File: config.mk
export PLATFORM = sky130hd
export DESIGN_NAME = hscale_pipelined
export DESIGN_NICKNAME = d
export VERILOG_FILES = /design/src/rtl/hscale_pipelined.sv
export SDC_FILE = /design/constraint.sdc
export NUM_CORES = 1
export LEC_CHECK = 0
export CAP_MARGIN = 20
export CORE_MARGIN = 2
export CORE_UTILIZATION = 65
export CTS_CLUSTER_DIAMETER = 150
export DETAILED_ROUTE_END_ITERATION = 10
export PLACE_DENSITY_LB_ADDON = 0.08
export SYNTH_ARGS = -nofsm -noshare
export SYNTH_HDL_FRONTEND = slang
export SYNTH_SLANG_ARGS = --single-unit
File: constraint.sdc
create_clock -name clk -period 14.3 [get_ports clk]
set_input_delay 2.86 -clock clk [delete_from_list [all_inputs] [get_ports clk]]
set_output_delay 2.86 -clock clk [all_outputs]
set_load 0.05 [all_outputs]
File: src/rtl/hscale_pipelined.sv
// hscale_pipelined: scales a signed complex sample by COEF (1/sqrt(2) by
// default) through a 3-stage pipeline with valid/ready flow control.
//   S1 registers the input, S2 registers the full-width product, and S3
//   registers the rounded and saturated result that drives the outputs.
// Ports:
//   clk, rst            clock, synchronous active-high reset
//   in_valid/in_ready   input handshake (in_ready = !stall)
//   xr, xi              signed IN_W complex input
//   out_valid/out_ready output handshake
//   yr, yi              signed OUT_W complex output
//   out_sat             either component of the current output clamped
//   sat_clr             synchronous clear of sat_count
//   sat_count           saturating count of clamped samples delivered

// One datapath lane (real or imaginary); both lanes share the same enable,
// so the two components always stay in lockstep.
module hscale_lane #(
    parameter int IN_W  = 17,
    parameter int OUT_W = 16,
    parameter int FRAC  = 14,
    parameter int COEF  = 11585
) (
    input  logic                    clk,
    input  logic                    rst,
    input  logic                    en,
    input  logic signed [IN_W-1:0]  x,
    output logic signed [OUT_W-1:0] y,
    output logic                    sat
);
    localparam int PW = IN_W + 16;
    localparam int RW = PW - FRAC + 1;
    localparam logic signed [15:0]   C    = 16'(COEF);
    localparam logic signed [PW:0]   HALF = {{(PW+1-FRAC){1'b0}}, 1'b1, {(FRAC-1){1'b0}}};
    localparam logic signed [RW-1:0] YMAX = {{(RW-OUT_W+1){1'b0}}, {(OUT_W-1){1'b1}}};
    localparam logic signed [RW-1:0] YMIN = {{(RW-OUT_W+1){1'b1}}, {(OUT_W-1){1'b0}}};

    logic signed [IN_W-1:0]  s1_x;
    logic signed [PW-1:0]    s2_p;
    logic signed [PW-1:0]    p;
    logic signed [PW:0]      rnd_sum;
    logic signed [RW-1:0]    y_full;
    logic signed [OUT_W-1:0] y_sat;
    logic                    ovf;

    assign p = $signed({{16{s1_x[IN_W-1]}}, s1_x}) * $signed({{IN_W{C[15]}}, C});

    // One extra bit so adding the half LSB can never overflow; the
    // arithmetic shift is a plain slice of the widened sum.
    assign rnd_sum = $signed({s2_p[PW-1], s2_p}) + HALF;
    assign y_full  = rnd_sum[PW:FRAC];

    always_comb begin
        y_sat = y_full[OUT_W-1:0];
        ovf   = 1'b0;
        if (y_full > YMAX) begin
            y_sat = YMAX[OUT_W-1:0];
            ovf   = 1'b1;
        end else if (y_full < YMIN) begin
            y_sat = YMIN[OUT_W-1:0];
            ovf   = 1'b1;
        end
    end

    always_ff @(posedge clk) begin
        if (rst) begin
            s1_x <= '0;
            s2_p <= '0;
            y    <= '0;
            sat  <= 1'b0;
        end else if (en) begin
            s1_x <= x;
            s2_p <= p;
            y    <= y_sat;
            sat  <= ovf;
        end
    end
endmodule

module hscale_pipelined #(
    parameter int IN_W  = 17,
    parameter int OUT_W = 16,
    parameter int FRAC  = 14,
    parameter int COEF  = 11585
) (
    input  logic                    clk,
    input  logic                    rst,
    input  logic                    in_valid,
    output logic                    in_ready,
    input  logic signed [IN_W-1:0]  xr,
    input  logic signed [IN_W-1:0]  xi,
    output logic                    out_valid,
    input  logic                    out_ready,
    output logic signed [OUT_W-1:0] yr,
    output logic signed [OUT_W-1:0] yi,
    output logic                    out_sat,
    input  logic                    sat_clr,
    output logic [15:0]             sat_count
);
    localparam int STAGES = 3;
    localparam int NUM_LANES = 2;

    // vld_pipe[0] = S1 ... vld_pipe[STAGES-1] = S3 (drives out_valid)
    logic [STAGES-1:0]                vld_pipe;
    logic                             stall;
    logic [NUM_LANES-1:0][IN_W-1:0]   lane_x;
    logic [NUM_LANES-1:0][OUT_W-1:0]  lane_y;
    logic [NUM_LANES-1:0]             lane_sat;

    assign out_valid = vld_pipe[STAGES-1];
    assign stall     = out_valid && !out_ready;
    assign in_ready  = !stall;

    // Bubbles advance like data; the whole pipe freezes on stall.
    always_ff @(posedge clk) begin
        if (rst)
            vld_pipe <= '0;
        else if (!stall)
            vld_pipe <= {vld_pipe[STAGES-2:0], in_valid};
    end

    assign lane_x = {xi, xr};

    for (genvar g = 0; g < NUM_LANES; g++) begin : g_lane
        hscale_lane #(.IN_W(IN_W), .OUT_W(OUT_W), .FRAC(FRAC), .COEF(COEF)) u_lane (
            .clk (clk),
            .rst (rst),
            .en  (!stall),
            .x   (lane_x[g]),
            .y   (lane_y[g]),
            .sat (lane_sat[g])
        );
    end

    assign yr      = lane_y[0];
    assign yi      = lane_y[1];
    assign out_sat = |lane_sat;

    always_ff @(posedge clk) begin
        if (rst || sat_clr)
            sat_count <= '0;
        else if (out_valid && out_ready && out_sat && sat_count != 16'hFFFF)
            sat_count <= sat_count + 16'd1;
    end
endmodule
==> impl_metrics.toml <==
[sta]
maxSlewHeadroom = 0.286
clock_skew_ns = 0.0114
hold_viol = 0
tns_ns = 0
clock.fmax_mhz = 128
setup_violations = 0
period_share = 0.545
slew_viol_final = 0
worstMarginPinSlew_ns = 1.07
rsz0062_at_grt = "false"
timing.final.crit_period_ns = 7.79

[worst_hold_path]
hold_class = "reg -> reg"
hold_depth = 2

[floorplanning]
initial_core_util = 0.662
core_sq_um = 19500
io_pins = 90
die_y_um = 145
std_cell_rows = 51
dieWidth_um = 145
dieArea_sq_um = 21000

[yosys]
yosysWarnings = 0
synth_top_area_cell = "ha_1"
ys_seq_area_frac = 0.194
ys_types = 70
ys_ff_latch = 125
synth_edf_count = 0
synthArstFlopShare = 0
synth_top_area_frac = 0.243
syn_nets = 1805
yosys-top-cells-area = "ha_1, dfxtp_1, fa_1"
avgSynthCellArea_sq_um = 9.26
syn_area_sq_um = 12900
netlist_instances = 1391
synthFlopType = "dfxtp_1"

[cts]
cts_made_buffers = 17
h-tree-depth = 4
cts.path.max_buffers = 2
post_cts_resize_count = 0
cts_root_buffer = "clkbuf_16"
insertion_delay_ns = 0.44
clk_pin_slew_worst_paths_ns = 0.06
cts_hold_buf = 0
post_cts.repair.setup_buffers = 0
cts_tree = "yes"
clkSinkCount = 125

[power_and_ir_drop]
power.share.sequential = 0.226
total_power_mw = 2.28
intPower_mw = 1.26
p_sw_mw = 1.02
pwr-share-comb = 0.579
sw_frac_of_total = 0.448
power_density_nw_per_um2 = 156
power_frac_clock = 0.195
ir_drop_v = 0.000106
leakage_nw = 7.35

[place]
place_inst = 1708
portBuffers = 89
place_congestion = 0.884
dp_hpwl_um = 21900
placed_area_sq_um = 14000

[setup_path]
endpoint_kind = "output port"
crit_chain = "clkdlybuf4s50_1 > nor2b_4 > buf_4 > inv_2 > clkdlybuf4s50_1"
worstPathArrival_ns = 4.93
crit_fanout = 81
slowest_delay_ns = 0.72
critPathKind = "in -> out"
crit_slowest_cell = "clkdlybuf4s50_1"
r2r_cells = 14
cp.required_ns = 11.44
crit_path_frequent_cell = "clkdlybuf4s50_1"
cp-start-kind = "input pin"

[routing]
wirelength_um = 28500
routedWlPerCell_um = 16.4
drt_iter0_markers = 497
ant_nets = 0
post-route-drc-count = 0
via_count = 9932
dr.pass1.iters = 6
vias_per_cell = 5.71

[global_route]
grt_pass1_vias = 10074
antenna_found_initial = 0
grt_max_degree = 102
grt_overflow = 0
grt_pass1_wl_um = 48100
grtUsageTotal = 0.290

[layout]
final_area_sq_um = 14600
syn_to_final_growth_pct = 13.0
multi_input_area_sq_um = 9460
ff_latch_area_sq_um = 2500
instances_no_fill = 1740
layout-drive-gt1-share = 0.0475
antenna_cells = 0
fillerInstances = 1457
nets = 1876

[run_status]
status = "finished, final reports clean"

[run]
drv_cap = 0
routing by layer:
layer,track usage,part of all wire,vias up
met5,0,0,-
met4,0.0879,0.022,0
li1,-,-,4881
met3,0.0421,0.029,48
met1,0.362,0.44,4839
met2,0.519,0.51,164
cell type report:
class	instances	share of cell area
Sequential cell	125	0.172
Timing Repair Buffer	94	0.0634
Clock buffer	19	0.0304
Multi-Input combinational cell	1026	0.650
Tap cell	265	0.0228
Clock inverter	13	0.0105
Inverter	198	0.0510
registers in the layout, indices dropped and copies added (netlist names):
signal	flops
g_lane.u_lane.s2_p	38
g_lane.u_lane.s1_x	34
vld_pipe	3
g_lane.u_lane.sat	2
g_lane.u_lane.y	32
sat_count	16
cell families (layout without fill, tap and decap cells):
kind of cell,Yosys count,after routing,share of synthesized area
AO/OA/AOI/OAI,255,255,0.131
XOR/XNOR,63,63,0.0428
adder cells (fa/ha/maj),375,375,0.437
buffers and inverters,240,324,0.0718
flip-flops,125,125,0.194
multiplexers,2,2,0.00194
AND/OR/NAND/NOR,331,331,0.122
power by group through the flow:
stage	combinational (mW)	sequential, mW	clock [mW]
5_1_grt	1.49	0.524	0.467
2_1_floorplan	0.935	0.577	0
3_3_place_gp	1.27	0.517	0
4_1_cts	1.32	0.513	0.451
3_5_place_dp	1.30	0.519	0
6_report	1.32	0.516	0.444
cells in the mapped netlist (all sizes together), types with 4 or more instances:
master / n
or3: 10
dfxtp: 125
ha: 250
and3: 17
a21oi: 98
buf: 11
o21bai: 4
a21o: 18
a211oi: 6
nand4: 19
o21ai: 63
or2: 6
and4: 10
nand2: 144
clkbuf: 31
nor2: 52
a31oi: 7
and2: 9
fa: 125
nor3: 11
o211ai: 7
nor2b: 4
o211a: 12
xnor2: 29
xor2: 34
nand3: 43
inv: 198
placed cells by master, fill, tap and decap left out, types with 4 or more instances in the layout:
master / n
a31oi_1: 7
xnor2_1: 29
a211oi_2: 4
nand4_1: 17
o21bai_1: 4
nand3_1: 43
dfxtp_1: 125
or2_2: 5
o211a_1: 12
and4_1: 10
nor2_1: 52
inv_6: 7
xor2_1: 34
o211ai_1: 6
buf_4: 5
nor3_1: 11
and2_1: 9
a21oi_2: 4
inv_1: 197
or3_1: 9
o21ai_2: 8
a21o_1: 18
fa_1: 125
clkbuf_16: 17
clkdlybuf4s50_1: 88
o21ai_0: 52
ha_1: 250
nand2_1: 144
a21oi_1: 94
and3_1: 16
critical path: cells and delay by family:
| family | cells | cell delay [ns] |
|---|---|---|
| buffers and inverters | 4 | 1.88 |
| and+or+nand+nor | 1 | 0.12 |
through the flow:
step	setup slack, ns	hold WS (ns)	util
floorplan	7.13	0.432	-
global placement	6.53	0.442	0.717
detailed placement	6.52	0.455	0.717
CTS	6.52	0.463	0.748
global route	6.42	0.481	0.748
finish	6.51	0.462	0.748
worst paths after layout:
path	startpoint	to	slack [ns]
setup / recovery	out_ready	in_ready	6.51
hold reg to reg	vld_pipe[1]	vld_pipe[1]	0.46
hold / removal	vld_pipe[1]	vld_pipe[1]	0.46
setup reg to reg	g_lane[1].u_lane.s1_x[16]	g_lane[1].u_lane.s2_p[31]	8.55
Note: power is estimated with default switching activity, not from simulation.
==> variant: new RTL, config.mk and constraints unchanged <==
Set the localparam `STAGES` to 5 (it was 3).
--- a/src/rtl/hscale_pipelined.sv
+++ b/src/rtl/hscale_pipelined.sv
@@ -98,3 +98,3 @@
 );
-    localparam int STAGES = 3;
+    localparam int STAGES = 5;
     localparam int NUM_LANES = 2;
Behaviour: not the same (a bounded check fails within 4 cycles, from zero or initial values and one cycle with rst high).
==> variant against the unedited design <==
Register-to-register slack worse by 50 ps; via count rose by 1.8%; area after synthesis rose by 1.1%; sequential power increased by 0.8%; sequential cell count grew 2; cell area is 0.75% higher; synthesized cell count up 3.2%; setup slack better by 44 ps; total power about the same; wire length hardly changed; clock power decreased by 2%; critical path type unchanged; critical endpoint unchanged.
==> variant: results (changes against the unedited design) <==
- Root Driver: clkbuf_16 (unchanged)
- Worst slack at placement: 6560 ps (was 6520 ps)
- Slew headroom: 0.270 (was 0.286)
- Final nets: 1920 (was 1876)
- Fillers: 1456 (was 1457)
- # diodes: 0 (unchanged)
- All-Layer GR Usage: 0.282 (was 0.290)
- Post-synthesis compound-gate area fraction: 0.115 (was 0.131)
- Met3 wire length: 1540 um (was 812 um)
- Routability cong.: 0.858 (was 0.884)
- H-Tree Level Count: 4 (unchanged)
- Share of cells above drive strength 1: 0.0441 (was 0.0475)
- Top cells by area, synth: ha_1 24%, dfxtp_1 20%, fa_1 19%, inv_1 5.8%, nand2_1 4.8% (was ha_1 24%, dfxtp_1 19%, fa_1 19%, inv_1 5.8%, nand2_1 4.2%)
- Peak supply drop: 0.0923 mV (was 0.106 mV)
- Routed WL per cell: 16.0 um (was 16.4 um)
- Register area share after synthesis: 0.195 (was 0.194)
- Synth Area in XOR/XNOR: 0.0437 (was 0.0428)
- Adder-Cell Fraction of Synth Area: 0.432 (was 0.437)
- Multiplexer share of the synthesized area: 0.000769 (was 0.00194)
- Largest net degree at the start of global routing: 100 (was 102)
- Met2 WL: 12800 um (was 14600 um)
- Status: finished clean (unchanged)
- Met1 WL: 13700 um (was 12400 um)
- Biggest regs: g_lane.u_lane.s2_p (38), g_lane.u_lane.s1_x (34), g_lane.u_lane.y (32) (unchanged)
- Drt first pass iters: 5 (was 6)
- First-pass GRT wire length: 49300 um (was 48100 um)
- DR vias: 10113 (was 9932)
- NetSw: 1050 uW (was 1020 uW)
- Critical Path AT: 4880 ps (was 4930 ps)
- Most frequent cells after synthesis: 250 x ha_1, 202 x inv_1, 167 x nand2_1 (was 250 x ha_1, 198 x inv_1, 144 x nand2_1)
- CP max FO: 70 (was 81)
- Clock-pin slew on the worst setup and hold paths: 60 ps (about the same)
- Cells after synthesis: 1435 (was 1391)
- Clock skew: 14.5 ps (was 11.4 ps)
- Total Routed Length: 28500 um (about the same)
- Netlist cell types: 69 (was 70)
- Lkg Pwr: 0.00732 uW (was 0.00735 uW)
- DP HPWL: 21800 um (was 21900 um)
- Initial DRC Count: 555 (was 497)
- Placed standard-cell area: 14100 um^2 (was 14000 um^2)
[variant: changes by cell type after synthesis, moves of 13 or more]
cell       delta
nand2_1      +23
nor2_1       +46
xnor2_1      +13
nand3_1      -19
o21ai_0      -22
o2bb2ai_1    +15
[variant: tightest hold or removal path: stages, from the launching register on]
cell and delay (ps):
dfxtp_1 310, nand2_1 50, a21oi_1 50
[variant: metal layers]
layer	up-vias	track usage
li1	4978	-
met1	4836	0.394
met2	258	0.453
met3	41	0.0571
met4	0	0.0696
met5	-	0
[variant: logic make-up (layout without fill, tap and decap cells)]
group / Yosys count / count (layout)
AOI/OAI and AO/OA: 230 / 230
xor gates and xnor gates: 65 / 65
adders and majority gates: 375 / 375
buffers and inverters: 242 / 326
DFF: 127 / 127
muxes: 1 / 1
and+or+nand+nor: 395 / 395
[variant: final cells by class]
cell class / instances / area [um^2] / area share
tap: 265 / 332 / 0.0226
inverter: 202 / 758 / 0.0517
multi-input combinational: 1066 / 9540 / 0.651
clock buffer: 17 / 425 / 0.0290
clock inverter: 15 / 158 / 0.0107
sequential: 127 / 2540 / 0.173
timing repair buffer: 92 / 911 / 0.0621
[variant: power groups by stage]
stage / logic [uW] / clock network, uW / registers [uW]
after floorplan: 910 / 0 / 600
after global placement: 1260 / 0 / 522
after detailed placement: 1290 / 0 / 526
after CTS: 1320 / 439 / 518
after global routing: 1490 / 454 / 532
final: 1320 / 435 / 520
[variant: final timing paths]
path / slack, ps / cells past startpoint / endpoint / from
max: 6560 / 5 / in_ready / out_ready
min: 460 / 2 / vld_pipe[3] / vld_pipe[3]
max reg2reg: 8500 / 16 / g_lane[1].u_lane.s2_p[29] / g_lane[1].u_lane.s1_x[16]
min reg2reg: 460 / 2 / vld_pipe[3] / vld_pipe[3]
